`config.mk`:
```
export PLATFORM = sky130hd
export DESIGN_NAME = pipe_hazard_ctrl_flat
export DESIGN_NICKNAME = d
export VERILOG_FILES = /design/src/rtl/pipe_hazard_ctrl_pkg.sv /design/src/rtl/pipe_hazard_ctrl_if.sv /design/src/rtl/mdu_busy_counter.sv /design/src/rtl/pipe_hazard_ctrl.sv /design/src/flat_wrapper.sv
export SDC_FILE = /design/constraint.sdc
export NUM_CORES = 1
export LEC_CHECK = 0
export ABC_CLOCK_PERIOD_IN_PS = 3000
export BUFFER_PORTS_ARGS = -buffer_cell sky130_fd_sc_hd__buf_4
export CAP_MARGIN = 20
export CELL_PAD_IN_SITES_DETAIL_PLACEMENT = 1
export CELL_PAD_IN_SITES_GLOBAL_PLACEMENT = 2
export CORE_MARGIN = 1
export CORE_UTILIZATION = 32
export DETAILED_ROUTE_END_ITERATION = 12
export GPL_TIMING_DRIVEN = 0
export MAX_ROUTING_LAYER = met4
export PLACE_DENSITY = 0.85
export SYNTH_ARGS = -nofsm -noshare
export SYNTH_HDL_FRONTEND = slang
export SYNTH_SLANG_ARGS = --single-unit
```
`constraint.sdc`:
```
create_clock -name clk -period 3 [get_ports clk]
set_clock_uncertainty 0.15 [all_clocks]
set_input_delay 0.45 -clock clk [delete_from_list [all_inputs] [get_ports clk]]
set_output_delay 0.45 -clock clk [all_outputs]
set_load 0.005 [all_outputs]
```
`src/rtl/pipe_hazard_ctrl_pkg.sv`:
```
// Shared types and constants for the pipeline hazard controller.
// Tnew/Tuse encodings, scoreboard slot layout and hazard helpers.
package pipe_hazard_ctrl_pkg;

  localparam int REG_W  = 5;
  localparam int TNEW_W = 2;
  localparam int TUSE_W = 2;

  localparam logic [TUSE_W-1:0] TUSE_NONE = 2'd3;

  localparam int MULT_CYC_DEF = 5;
  localparam int DIV_CYC_DEF  = 10;
  localparam int CNT_W_DEF    = 4;

  typedef logic [REG_W-1:0]  reg_idx_t;
  typedef logic [TNEW_W-1:0] tnew_t;
  typedef logic [TUSE_W-1:0] tuse_t;

  typedef struct packed {
    reg_idx_t waddr;
    tnew_t    tnew;
  } slot_t;

  localparam slot_t SLOT_EMPTY = '{waddr: '0, tnew: '0};

  function automatic logic slot_hit(
    reg_idx_t src,
    tuse_t    tuse,
    slot_t    s
  );
    return (src == s.waddr) && (tuse < s.tnew);
  endfunction

  // A zero source is $0 and can never be a real dependency.
  function automatic logic src_hazard(
    reg_idx_t src,
    tuse_t    tuse,
    slot_t    e,
    slot_t    m
  );
    return (src != '0) && (tuse != TUSE_NONE) &&
           (slot_hit(src, tuse, e) || slot_hit(src, tuse, m));
  endfunction

  function automatic tnew_t tnew_dec(tnew_t t);
    return (t == '0) ? '0 : t - tnew_t'(1);
  endfunction

endpackage

```
`src/rtl/pipe_hazard_ctrl_if.sv`:
```
// Decode-side bundle between the D stage and the hazard controller.
// The master is the decode stage, the slave is the controller.
interface pipe_hazard_ctrl_if;
  import pipe_hazard_ctrl_pkg::*;

  reg_idx_t    rs_d;
  reg_idx_t    rt_d;
  tuse_t       tuse_rs_d;
  tuse_t       tuse_rt_d;
  reg_idx_t    waddr_d;
  tnew_t       tnew_d;
  logic        md_use_d;
  logic        md_start_e;
  logic        md_is_div_e;

  logic        stall_pc;
  logic        stall_fd;
  logic        flush_de;
  logic        md_busy;
  logic [31:0] stall_count;

  modport master (
    output rs_d, rt_d,
    output tuse_rs_d, tuse_rt_d,
    output waddr_d, tnew_d,
    output md_use_d,
    output md_start_e, md_is_div_e,
    input  stall_pc, stall_fd, flush_de,
    input  md_busy, stall_count
  );

  modport slave (
    input  rs_d, rt_d,
    input  tuse_rs_d, tuse_rt_d,
    input  waddr_d, tnew_d,
    input  md_use_d,
    input  md_start_e, md_is_div_e,
    output stall_pc, stall_fd, flush_de,
    output md_busy, stall_count
  );

endinterface

```
`src/rtl/mdu_busy_counter.sv`:
```
// Busy timer for the multi-cycle mult/div unit.
// A start always reloads, even if a previous op is still running.
module mdu_busy_counter
  import pipe_hazard_ctrl_pkg::*;
#(
  parameter int MULT_CYC = MULT_CYC_DEF,
  parameter int DIV_CYC  = DIV_CYC_DEF,
  parameter int CNT_W    = CNT_W_DEF
) (
  input  logic clk,
  input  logic reset,
  input  logic start,
  input  logic is_div,
  output logic busy
);

  localparam logic [CNT_W-1:0] LOAD_MUL = CNT_W'(MULT_CYC);
  localparam logic [CNT_W-1:0] LOAD_DIV = CNT_W'(DIV_CYC);

  logic [CNT_W-1:0] cnt;

  always_ff @(posedge clk) begin
    if (reset) begin
      cnt <= '0;
    end else if (start) begin
      cnt <= is_div ? LOAD_DIV : LOAD_MUL;
    end else if (cnt != '0) begin
      cnt <= cnt - CNT_W'(1);
    end
  end

  assign busy = (cnt != '0);

endmodule

```
`src/rtl/pipe_hazard_ctrl.sv`:
```
// Stall/flush controller sitting beside decode.
// Tracks E/M Tnew slots and the mdu busy timer; stall is purely combinational.
module pipe_hazard_ctrl
  import pipe_hazard_ctrl_pkg::*;
#(
  parameter int MULT_CYC = MULT_CYC_DEF,
  parameter int DIV_CYC  = DIV_CYC_DEF,
  parameter int CNT_W    = CNT_W_DEF
) (
  input logic               clk,
  input logic               reset,
  pipe_hazard_ctrl_if.slave hz
);

  slot_t slot_e;
  slot_t slot_m;
  logic  busy;
  logic  stall_rs;
  logic  stall_rt;
  logic  stall_md;
  logic  stall;

  logic [31:0] stall_cnt;

  mdu_busy_counter #(
    .MULT_CYC (MULT_CYC),
    .DIV_CYC  (DIV_CYC),
    .CNT_W    (CNT_W)
  ) u_mdu (
    .clk    (clk),
    .reset  (reset),
    .start  (hz.md_start_e),
    .is_div (hz.md_is_div_e),
    .busy   (busy)
  );

  always_comb begin
    stall_rs = src_hazard(hz.rs_d, hz.tuse_rs_d,
                          slot_e, slot_m);
    stall_rt = src_hazard(hz.rt_d, hz.tuse_rt_d,
                          slot_e, slot_m);
    stall_md = hz.md_use_d &
               (busy | hz.md_start_e);
    stall    = stall_rs | stall_rt | stall_md;
  end

  // A stalled D instruction re-enters next cycle, so E gets a bubble.
  always_ff @(posedge clk) begin
    if (reset) begin
      slot_e <= SLOT_EMPTY;
      slot_m <= SLOT_EMPTY;
    end else begin
      slot_m.waddr <= slot_e.waddr;
      slot_m.tnew  <= tnew_dec(slot_e.tnew);
      if (stall) begin
        slot_e <= SLOT_EMPTY;
      end else begin
        slot_e.waddr <= hz.waddr_d;
        slot_e.tnew  <= hz.tnew_d;
      end
    end
  end

  always_ff @(posedge clk) begin
    if (reset) begin
      stall_cnt <= '0;
    end else if (stall && (stall_cnt != '1)) begin
      stall_cnt <= stall_cnt + 32'd1;
    end
  end

  assign hz.stall_pc    = stall;
  assign hz.stall_fd    = stall;
  assign hz.flush_de    = stall;
  assign hz.md_busy     = busy;
  assign hz.stall_count = stall_cnt;

endmodule

```
`src/flat_wrapper.sv`:
```
// flat-port wrapper written by rule: the top's interface ports become plain ports
module pipe_hazard_ctrl_flat import pipe_hazard_ctrl_pkg::*;
#(
  parameter int MULT_CYC = MULT_CYC_DEF,
  parameter int DIV_CYC  = DIV_CYC_DEF,
  parameter int CNT_W    = CNT_W_DEF
)
  (clk, reset, hz_rs_d, hz_rt_d, hz_tuse_rs_d, hz_tuse_rt_d, hz_waddr_d, hz_tnew_d, hz_md_use_d, hz_md_start_e, hz_md_is_div_e, hz_stall_pc, hz_stall_fd, hz_flush_de, hz_md_busy, hz_stall_count);
  pipe_hazard_ctrl_if hz_i ();
  input logic clk;
  input logic reset;
  input wire logic [$bits(hz_i.rs_d)-1:0] hz_rs_d;
  input wire logic [$bits(hz_i.rt_d)-1:0] hz_rt_d;
  input wire logic [$bits(hz_i.tuse_rs_d)-1:0] hz_tuse_rs_d;
  input wire logic [$bits(hz_i.tuse_rt_d)-1:0] hz_tuse_rt_d;
  input wire logic [$bits(hz_i.waddr_d)-1:0] hz_waddr_d;
  input wire logic [$bits(hz_i.tnew_d)-1:0] hz_tnew_d;
  input wire logic [$bits(hz_i.md_use_d)-1:0] hz_md_use_d;
  input wire logic [$bits(hz_i.md_start_e)-1:0] hz_md_start_e;
  input wire logic [$bits(hz_i.md_is_div_e)-1:0] hz_md_is_div_e;
  output wire logic [$bits(hz_i.stall_pc)-1:0] hz_stall_pc;
  output wire logic [$bits(hz_i.stall_fd)-1:0] hz_stall_fd;
  output wire logic [$bits(hz_i.flush_de)-1:0] hz_flush_de;
  output wire logic [$bits(hz_i.md_busy)-1:0] hz_md_busy;
  output wire logic [$bits(hz_i.stall_count)-1:0] hz_stall_count;
  assign hz_i.rs_d = hz_rs_d;
  assign hz_i.rt_d = hz_rt_d;
  assign hz_i.tuse_rs_d = hz_tuse_rs_d;
  assign hz_i.tuse_rt_d = hz_tuse_rt_d;
  assign hz_i.waddr_d = hz_waddr_d;
  assign hz_i.tnew_d = hz_tnew_d;
  assign hz_i.md_use_d = hz_md_use_d;
  assign hz_i.md_start_e = hz_md_start_e;
  assign hz_i.md_is_div_e = hz_md_is_div_e;
  assign hz_stall_pc = hz_i.stall_pc;
  assign hz_stall_fd = hz_i.stall_fd;
  assign hz_flush_de = hz_i.flush_de;
  assign hz_md_busy = hz_i.md_busy;
  assign hz_stall_count = hz_i.stall_count;
  pipe_hazard_ctrl #(.MULT_CYC(MULT_CYC), .DIV_CYC(DIV_CYC), .CNT_W(CNT_W)) u_core (.clk(clk), .reset(reset), .hz(hz_i));
endmodule
```
-- Yosys cells after proc, flatten, opt, wreduce, memory -nomap -nowiden
Cells that the tools add are included.
Widths: inputs -> output; s select.
- register bits after elaboration: 50
- bits in latches: 0
- RAM bits: 0
- memory bits (read-only): 0
- word-level logic and storage cells: 45
- memories: 0
- add/subtract/negate cells: 3
- $mul: 0
- divide/modulo/power cells: 0
- magnitude comparators: 4
- equality and inequality tests: 7
- shifts and indexed selects: 0
- multiplexer cells: 3
- bitwise logic cells: 4
- reduce and logical (&&, ||, !) cells: 18
- operators by type and width (kind ; number):
    $add 32x1->32 const B ; 1
    $ne 32x32->1 const B ; 1
    $eq 5x5->1 ; 4
    $mux 4 ; 3
    $reduce_bool 5->1 ; 2
    $logic_and 1x1->1 ; 9
    $lt 2x2->1 ; 4
    $ne 2x2->1 const B ; 2
    $reduce_bool 4->1 ; 1
    $reduce_or 2->1 ; 2
    $sub 4x1->4 const B ; 1
    $or 1x1->1 ; 3
    $logic_not 2->1 ; 1
    $logic_or 1x1->1 ; 2
    $reduce_bool 2->1 ; 1
    $sub 2x1->2 const B ; 1
    $and 1x1->1 ; 1

-- Logic depth before layout (Yosys ltp)
- depth in word-level cells: 7
- gate-level depth with buffers: 11

-- By module
Synthesis repeated with hierarchy kept, for this count alone.
- cells, all modules: 317
- area total of the unflattened synthesis: 2766.4 sq um
- by module, submodules not included (module ; instances ; cells an instance ; area each (sq um) ; sequential area each (sq um)):
    pipe_hazard_ctrl ; 1 ; 291 ; 2533.7 ; 920.9
    mdu_busy_counter ; 1 ; 26 ; 232.7 ; 80.1

-- Least setup slack after synthesis
OpenSTA, ideal clock, no wires.
- path type: input -> register
- start: input port hz_tuse_rs_d[1]
- end: register u_core.stall_cnt[6] (netlist: u_core.hz.stall_count[6])
- library setup time: 0.123 ns
- arrival time: 2.412 ns
- data required time: 2.727 ns
- setup slack: 0.315 ns
- stages on the path: 9
- buffers on the path: 2
- cells stage by stage: ha_1 a2111oi_2 nand4_1 a221oi_2 nor2_1 buf_6 buf_6 nor4_4 mux2_1
- cells in the longest elaborated chain, start to end: 7
- elaborated cells on any way between the ends: 11
- those cells by class: 2 x order compare; 1 x eq/ne; 2 x bitwise; 6 x reduce/logical
- ends and longest elaborated chain (what ; line ; RTL):
    start, declared ; flat_wrapper.sv:14 ; input wire logic [$bits(hz_i.tuse_rs_d)-1:0] hz_tuse_rs_d;
    $lt 2x2->1 ; pipe_hazard_ctrl_pkg.sv:31 ; return (src == s.waddr) && (tuse < s.tnew);
    $logic_and 1x1->1 ; pipe_hazard_ctrl_pkg.sv:31 ;
    $logic_or 1x1->1 ; pipe_hazard_ctrl_pkg.sv:42 ; (slot_hit(src, tuse, e) || slot_hit(src, tuse, m));
    $logic_and 1x1->1 * ; pipe_hazard_ctrl_pkg.sv:41 ; return (src != '0) && (tuse != TUSE_NONE) &&
    $or 1x1->1 * (2 in a row) ; pipe_hazard_ctrl.sv:44 ; stall = stall_rs | stall_rt | stall_md;
    $logic_and 1x1->1 * ; pipe_hazard_ctrl.sv:67 ; end else if (stall && (stall_cnt != '1)) begin
    end signal, assigned ; pipe_hazard_ctrl.sv:68 ; stall_cnt <= stall_cnt + 32'd1;
    end, declared ; pipe_hazard_ctrl.sv:23 ; logic [31:0] stall_cnt;
Every way passes the cells marked *; elsewhere a longest branch is shown, timed or not.
A chain may end at the register's enable or synchronous reset.

-- Worst setup path after layout
- start: register u_core.slot_m[1] (netlist bit)
- end: output port hz_stall_fd
- cells in the longest elaborated chain, start to end: 6
- elaborated cells on any way between the ends: 10
- those cells by class: 2 x order compare; 2 x bitwise; 6 x reduce/logical
- ends and longest elaborated chain (what ; line ; RTL):
    start, declared ; pipe_hazard_ctrl.sv:16 ; slot_t slot_m;
    $lt 2x2->1 ; pipe_hazard_ctrl_pkg.sv:31 ;
    $logic_and 1x1->1 ; pipe_hazard_ctrl_pkg.sv:31 ;
    $logic_or 1x1->1 ; pipe_hazard_ctrl_pkg.sv:42 ;
    $logic_and 1x1->1 ; pipe_hazard_ctrl_pkg.sv:41 ;
    $or 1x1->1 * (2 in a row) ; pipe_hazard_ctrl.sv:44 ;
    end, declared ; flat_wrapper.sv:22 ; output wire logic [$bits(hz_i.stall_fd)-1:0] hz_stall_fd;
Marks and branches as above.

==> metrics.cfg <==
[setup_path]
r2r_setup_slack_ns=0.19
cp_data_required_time_ns=2.40
rr_startpoint=u_core.slot_m[1]
endpoint_kind=output port
r2r_cells=11
rr_endpoint=u_core.hz.stall_count[13]
arrival_ns=2.26
cp-start-kind=register
crit_fanout=7
crit_type=register to output port

[finish]
final_cell_mix=65 x buf_4, 50 x dfxtp_1, 25 x nor2_1, 22 x a21oi_1, 18 x xor2_1
nNetsFinal=426
diodes=0
drive_above_1_share=0.234
areaGrowthSynthToFinish_pct=28.7
final_common_cell=buf_4

[clock_network]
cts_tree=done
cts-root-buf=clkbuf_8
cts.sinks=50
numCtsBuffers=5
ctsLongestPathBuffers=2
htreeDepth=2
ctsHoldBuffers=0
clock_latency_ns=0.30
clk_pin_slew_ns=0.09

[outcome]
outcome=complete, no violations

[timing]
fin_crit_sh=0.952
fmax_mhz=350
maxSlewViolCount=0
hold_ws_ns=0.191
worst_slew_pin_slew_ns=0.565
period_needed_ns=2.86
tns_ns=0
setup_viol=0
hold_viol=0
timing.slew.headroom=0.623
rsz0062_at_grt=false

[floorplan]
start_util=0.335
dieArea_um2=9080
fp.dieH_um=95.3
die_w_um=95.3
core_area_um2=8300
num_io_pins=62
num_rows=33

[synthesis]
ys_seq_area_frac=0.360
ys_seq_elements=50
syn_area_per_cell_um2=8.62
synth_area_um2=2780
syn_nets=357
ys_types=45
netlist_instances=323
ys_warn_count=0

[place]
place.detailed.hpwl_um=6500
gp_congestion=0.853
io_buffers=60

[power]
ir_worst_vdd_uv=193
powerDensity_nw_per_um2=427
static-leakage-power_nw=1.34
power.total_mw=1.53

[detailed_routing]
wl_um=8440
vias=2712
drc=0
ant_nets=0
via_per_inst=5.45
wl_per_cell_um=16.9
initialDrtViolationCount=54
drt_first_pass_iters=4

[global_routing]
grt_pass1_vias=2877
grt_antenna_before_repair=0
grt_usage=0.202
grt-ovfl-total=0
grt_pass1_wl_um=13800
grt_max_degree=16

[min_path]
holdPathStages=2
hold_path.startpoint=hz_tnew_d[1]
hold_end=u_core.slot_e[1]
hp-class=primary input to register

[job]
max-cap-violations=0

-- metal layers --
metal / part of all wire / GRT usage
met1: 0.45 / 0.232
met2: 0.51 / 0.370
met3: 0.035 / 0.0223
met4: 0.011 / 0.0492
met5: 0 / -
-- registers in the layout (all words and copies together) (netlist names) --
register and flops:
u_core.hz.stall_count 32, u_core.slot_e 7, u_core.slot_m 7, u_core.u_mdu.cnt 4
-- area by class of cell --
class / instances / area, µm²
inverter: 9 / 38.8
timing repair buffer: 63 / 473
clock buffer: 6 / 82.6
multi-input combinational: 246 / 1710
sequential: 50 / 1000
clock inverter: 2 / 60.1
buffer: 17 / 90.1
fill: 987 / 4720
tap: 105 / 131
-- how the worst max path moves through the flow --
| stage | start | to |
|---|---|---|
| 2_1_floorplan | hz_tuse_rs_d[1] | u_core.hz.stall_count[6] |
| 3_3_place_gp | hz_tuse_rs_d[1] | hz_stall_pc |
| 3_5_place_dp | hz_tuse_rs_d[1] | hz_stall_fd |
| 4_1_cts | u_core.slot_m[1] | hz_stall_fd |
| 5_1_grt | u_core.slot_m[1] | hz_stall_fd |
| 6_report | u_core.slot_m[1] | hz_stall_fd |
-- Yosys cell counts, drive strengths merged --
library cell	instances	area, µm²
inv	9	33.8
or4	11	82.6
a221oi	1	15.0
clkbuf	9	33.8
xnor2	7	61.3
o41ai	1	8.76
nor3b	1	7.51
nand2	15	56.3
a22oi	2	15.0
buf	9	67.6
nand4	15	93.8
o211ai	1	7.51
or2	1	6.26
nor3	10	55.1
nand3b	1	7.51
o21a	1	7.51
and2	9	56.3
a21oi	22	110
and3	2	12.5
o31a	1	8.76
a2111oi	2	30.0
a211oi	3	22.5
o2111ai	1	8.76
xor2	18	158
o31ai	8	60.1
or3	12	75.1
nand2b	5	31.3
nand3	14	70.1
and4	3	26.3
ha	8	100
mux2	9	101
o21ba	1	10.0
nor4	7	88.8
nor2	26	97.6
dfxtp	50	1000
nor2b	13	81.3
o21ai	15	75.1
-- where the power goes --
group	switching [mW]	total, mW	internal (mW)
clock	0.231	0.586	0.356
combinational	0.132	0.242	0.111
sequential	0.0191	0.702	0.683
total	0.381	1.53	1.15
-- critical path, cell delays in order, from the launching register on --
cell and delay, ns:
dfxtp_1 0.31, inv_1 0.12, ha_4 0.22, a2111oi_4 0.34, nand4_1 0.14, a221oi_2 0.33
nor2_2 0.08, buf_6 0.14, inv_6 0.08, buf_4 0.10, buf_4 0.09
-- kinds of logic (layout without fill, tap and decap cells) --
logic type	count (synthesis)	after routing	synth area share
compound gates	59	59	0.136
xor+xnor	25	25	0.0787
fa+ha+maj	8	8	0.0360
buf+inv	27	97	0.0485
flops	50	50	0.360
mux	9	9	0.0364
simple gates	145	145	0.305
-- metrics by stage --
| step | area [µm²] | setup WS [ns] | util | std cells |
|---|---|---|---|---|
| after detailed placement | 3370 | -0.181 | 0.406 | 488 |
| final | 3580 | 0.144 | 0.432 | 498 |
| after global placement | 3370 | -0.176 | 0.406 | 488 |
| after global routing | 3580 | 0.0106 | 0.432 | 498 |
| after floorplan | 2780 | 0.315 | - | 323 |
| after CTS | 3550 | 0.0197 | 0.428 | 498 |
-- timing repair --
| action | CTS | global route |
|---|---|---|
| cloned | 0 | 0 |
| endpoints found under the setup margin | 3 | 15 |
| gates resized for setup | 4 | 4 |
| buffers inserted | 3 | 0 |
| pin swaps | 5 | 2 |
Power figures use the tool's default switching activity.
